--- src/rtl/demux_pkg.sv ---
// Shared defaults and channel encodings for the 3-bit ping-pong demultiplexer.
package demux_pkg;
    localparam int   DEF_WIDTH = 3;
    localparam int   DEF_CNT_W = 8;
    localparam logic CH_A      = 1'b0;
    localparam logic CH_B      = 1'b1;
endpackage

--- src/rtl/out_slot.sv ---
// One-entry registered output slot with valid/ready handshake and a wrap-around
// count of words loaded into it.
module out_slot
    import demux_pkg::*;
#(
    parameter int WIDTH = DEF_WIDTH,
    parameter int CNT_W = DEF_CNT_W
) (
    input  logic             clk,
    input  logic             rst,
    input  logic             load,
    input  logic [WIDTH-1:0] load_data,
    input  logic             ready,
    output logic             acc,
    output logic [WIDTH-1:0] data,
    output logic             valid,
    output logic [CNT_W-1:0] cnt
);
    logic [WIDTH-1:0] data_q, data_d;
    logic             valid_q, valid_d;
    logic [CNT_W-1:0] cnt_q, cnt_d;

    // Empty, or the held word leaves this cycle: a new word can move in.
    assign acc = !valid_q || ready;

    always_comb begin
        data_d  = data_q;
        valid_d = valid_q;
        cnt_d   = cnt_q;
        if (load) begin
            data_d  = load_data;
            valid_d = 1'b1;
            cnt_d   = cnt_q + CNT_W'(1);
        end else if (valid_q && ready) begin
            valid_d = 1'b0;
        end
    end

    always_ff @(posedge clk) begin
        if (rst) begin
            data_q  <= '0;
            valid_q <= 1'b0;
            cnt_q   <= '0;
        end else begin
            data_q  <= data_d;
            valid_q <= valid_d;
            cnt_q   <= cnt_d;
        end
    end

    assign data  = data_q;
    assign valid = valid_q;
    assign cnt   = cnt_q;
endmodule

--- src/rtl/demux_3_pingpong.sv ---
// Steers a word stream to channel A or B, either by en or alternating A/B,
// into two independently drained one-entry slots.
module demux_3_pingpong
    import demux_pkg::*;
#(
    parameter int WIDTH = DEF_WIDTH,
    parameter int CNT_W = DEF_CNT_W
) (
    input  logic             clk,
    input  logic             rst,
    input  logic [WIDTH-1:0] in_data,
    input  logic             in_valid,
    output logic             in_ready,
    input  logic             en,
    input  logic             alt,
    output logic [WIDTH-1:0] a_data,
    output logic             a_valid,
    input  logic             a_ready,
    output logic [WIDTH-1:0] b_data,
    output logic             b_valid,
    input  logic             b_ready,
    output logic [CNT_W-1:0] cnt_a,
    output logic [CNT_W-1:0] cnt_b,
    output logic             ptr
);
    logic ptr_q, ptr_d;
    logic tgt, xfer, a_acc, b_acc, a_load, b_load;

    assign tgt      = alt ? ptr_q : en;
    assign in_ready = (tgt == CH_B) ? b_acc : a_acc;
    assign xfer     = in_valid && in_ready;
    assign a_load   = xfer && (tgt == CH_A);
    assign b_load   = xfer && (tgt == CH_B);

    // Outside ping-pong the pointer is parked on A so the next burst starts there.
    always_comb begin
        ptr_d = CH_A;
        if (alt) begin
            ptr_d = xfer ? ~ptr_q : ptr_q;
        end
    end

    always_ff @(posedge clk) begin
        if (rst) begin
            ptr_q <= CH_A;
        end else begin
            ptr_q <= ptr_d;
        end
    end

    assign ptr = ptr_q;

    out_slot #(.WIDTH(WIDTH), .CNT_W(CNT_W)) u_slot_a (
        .clk       (clk),
        .rst       (rst),
        .load      (a_load),
        .load_data (in_data),
        .ready     (a_ready),
        .acc       (a_acc),
        .data      (a_data),
        .valid     (a_valid),
        .cnt       (cnt_a)
    );

    out_slot #(.WIDTH(WIDTH), .CNT_W(CNT_W)) u_slot_b (
        .clk       (clk),
        .rst       (rst),
        .load      (b_load),
        .load_data (in_data),
        .ready     (b_ready),
        .acc       (b_acc),
        .data      (b_data),
        .valid     (b_valid),
        .cnt       (cnt_b)
    );
endmodule

--- config.mk ---
export PLATFORM = sky130hd
export DESIGN_NAME = demux_3_pingpong
export DESIGN_NICKNAME = d
export VERILOG_FILES = /design/src/rtl/demux_pkg.sv /design/src/rtl/out_slot.sv /design/src/rtl/demux_3_pingpong.sv
export SDC_FILE = /design/constraint.sdc
export NUM_CORES = 1
export LEC_CHECK = 0
export ABC_CLOCK_PERIOD_IN_PS = 2200
export CORE_ASPECT_RATIO = 0.7
export CORE_MARGIN = 2
export CORE_UTILIZATION = 30
export DETAILED_ROUTE_END_ITERATION = 12
export MAX_ROUTING_LAYER = met4
export PLACE_DENSITY_LB_ADDON = 0.08
export SYNTH_ARGS = -nofsm -noshare
export SYNTH_HDL_FRONTEND = slang
export SYNTH_HIERARCHICAL = 1
export SYNTH_SLANG_ARGS = --single-unit
--- constraint.sdc ---
create_clock -name clk -period 2.2 [get_ports clk]
set_clock_uncertainty 0.15 [all_clocks]
set_input_delay 0.22 -clock clk [delete_from_list [all_inputs] [get_ports clk]]
set_output_delay 0.22 -clock clk [all_outputs]
set_load 0.05 [all_outputs]
==> reports/metrics.cfg <==
[status]
status = completed

[final_layout]
multi_input_area_um2 = 538
utilization_pct = 44.6
drive_gt1_share_pct = 10.5
fin_nets = 165
mostFrequentLayoutCell = clkdlybuf4s50_1
areaGrowthSynthToFinish_pct = 43.7
regArea_um2 = 500
design_area_um2 = 1550
num-fill-cells = 372
mostFrequentLayoutCells = clkdlybuf4s50_1, dfxtp_1, nor2_1, mux2i_1, a21oi_1
n_antenna_cell = 0

[sta]
max_freq_mhz = 491
rsz0062_at_grt = no
relSlewSlack_pct = 65.9
drv_slew = 0
finalCriticalPeriod_ns = 2.03
setup_violations = 0
period_share_pct = 92.5
final.setup.tns_ns = 0
hold_viol_final = 0
tightest_slew_ns = 0.510
hold_slack_ns = 0.347

[clocking]
cts_tree = yes
cts_resized = 0
cts_buffers = 3
clk_latency_ns = 0.26
cts_root_buf = clkbuf_8
cts.reportedPaths.clkPinSlew_ns = 0.09
cts.sinks = 25
cts_setup_buffers = 0
clock_path_buffers = 2
htreeDepth = 1
ctsHoldBuffers = 0

[die]
coreArea_um2 = 3470
die-area_um2 = 4090
rows = 18
pin_count = 36
die_w_um = 75.6
die_y_um = 54.1
initial_utilization_pct = 31.0

[logic_synthesis]
syn_area_um2 = 1080
ys_ff_latch = 25
synthCells = 111
yosysWarnings = 6
synth_fp_nets = 123
synth-seq-area-share_pct = 46.5
synth_cell_types = 22
syn_area_per_cell_um2 = 9.69

[detailed_routing]
met1_length_um = 1290
wl_met2_um = 902
drt-total-wl_um = 2370
drt-pass1-iter-count = 4
ant_nets = 0
dr_wl_met3_um = 170
drc = 0
via_count = 887
vias_per_cell = 4.39
wire_per_inst_um = 11.7
drt_iter0_markers = 43
dr.max_layer_used = met4

[worst_setup_path]
slowest_delay_ns = 0.52
crit_chain = clkdlybuf4s50_1 > mux2i_2 > buf_4 > mux2_2 > buf_4
criticalPathCategory = in2out
start_kind = primary input
path_delay_family = buffers and inverters
crit_buf_inv = 3
cp.required_ns = 1.83
crit_path_max_fanout = 3
cp.arrival_ns = 1.66
end_kind = output port
crit_top_cell = buf_4
cp_slowest_cell = clkdlybuf4s50_1

[global_routing]
grt_max_degree = 14
grt.total_usage_pct = 13.2
overflow = 0
antenna_found_initial = 0
first_global_vias = 854
grt_pass1_wl_um = 3840

[placement]
gp_congestion = 0.754
portBuffers = 35
dp_hpwl_um = 1780
placed_cell_area_um2 = 1500

[run]
maxCapViolations = 0

[pwr]
ir_drop_mv = 0.297
power_leakage_nw = 0.567
p_per_area_nw_per_um2 = 602
power_w = 0.000931

[hold_path]
hold_path.class = reg2reg

[report_power, final]
group	total, W	switching [W]	leakage, nW	internal (W)
combinational	0.000180	0.000104	0.342	0.0000753
sequential	0.000484	0.0000157	0.203	0.000468
clock	0.000268	0.000138	0.0228	0.000129
total	0.000931	0.000259	0.567	0.000673
[worst paths after layout]
path / start / endpoint / slack (ns) / depth (start not counted)
worst max-delay path: alt / in_ready / 0.17 / 5
worst min-delay path: u_slot_b/cnt[7] / u_slot_b/cnt[7] / 0.35 / 2
worst max register to register: ptr / u_slot_b/cnt[7] / 0.48 / 7
worst min register to register: u_slot_b/cnt[7] / u_slot_b/cnt[7] / 0.35 / 2
[cells in the mapped netlist]
master    instances  area, um2
nand4_4           2       42.5
and3_2            1       7.51
nand4_1           4       25.0
or3b_2            1       8.76
ha_1              2       25.0
a21oi_1           8       40.0
xor2_1            6       52.6
clkbuf_1          2       7.51
buf_6             2       22.5
mux2i_1          10        100
nand3_1           4       20.0
or3_1             6       37.5
dfxtp_1          25        500
nand3b_1          1       7.51
nand2_1           6       22.5
inv_1             2       7.51
mux2_2            1       11.3
xnor2_1           2       17.5
o21ai_0           6       30.0
nand2b_1          2       12.5
mux2i_2           1       13.8
nor2_1           17       63.8
[cell type report]
cell class / count / area share, %
Tap cell: 50 / 4.05
Clock buffer: 4 / 2.91
Timing Repair Buffer: 41 / 25.4
Multi-Input combinational cell: 80 / 34.8
Sequential cell: 25 / 32.4
Inverter: 2 / 0.485
[worst min-delay path: stages (launching register included)]
cell,delay [ns]
dfxtp_1,0.33
o21ai_0,0.07
a21oi_1,0.06
[sequential cells by signal (all words and copies together), names as in the netlist]
register	cells
u_slot_b/valid	1
u_slot_a/valid	1
ptr	1
u_slot_a/data	3
u_slot_b/data	3
u_slot_b/cnt	8
u_slot_a/cnt	8
[logic make-up after synthesis]
kind of cell               synth area share, %
and+or+nand+nor                           23.0
DFF                                       46.5
AOI/OAI and AO/OA                         6.51
muxes                                     11.6
xor gates and xnor gates                  6.51
buffers and inverters                     3.49
adders and majority gates                 2.33
[routing by layer]
layer	up-vias	GRT usage (%)
met2	21	18.1
met5	-	-
met4	0	3.51
met3	2	5.06
li1	467	-
met1	397	18.0
[metrics by stage]
step | setup WS, ns | cells
after floorplan | 0.250 | 111
final | 0.165 | 202
after global routing | 0.113 | 202
after detailed placement | 0.0737 | 198
after global placement | 0.111 | 198
after CTS | 0.162 | 202
(Power assumes the default switching activity.)
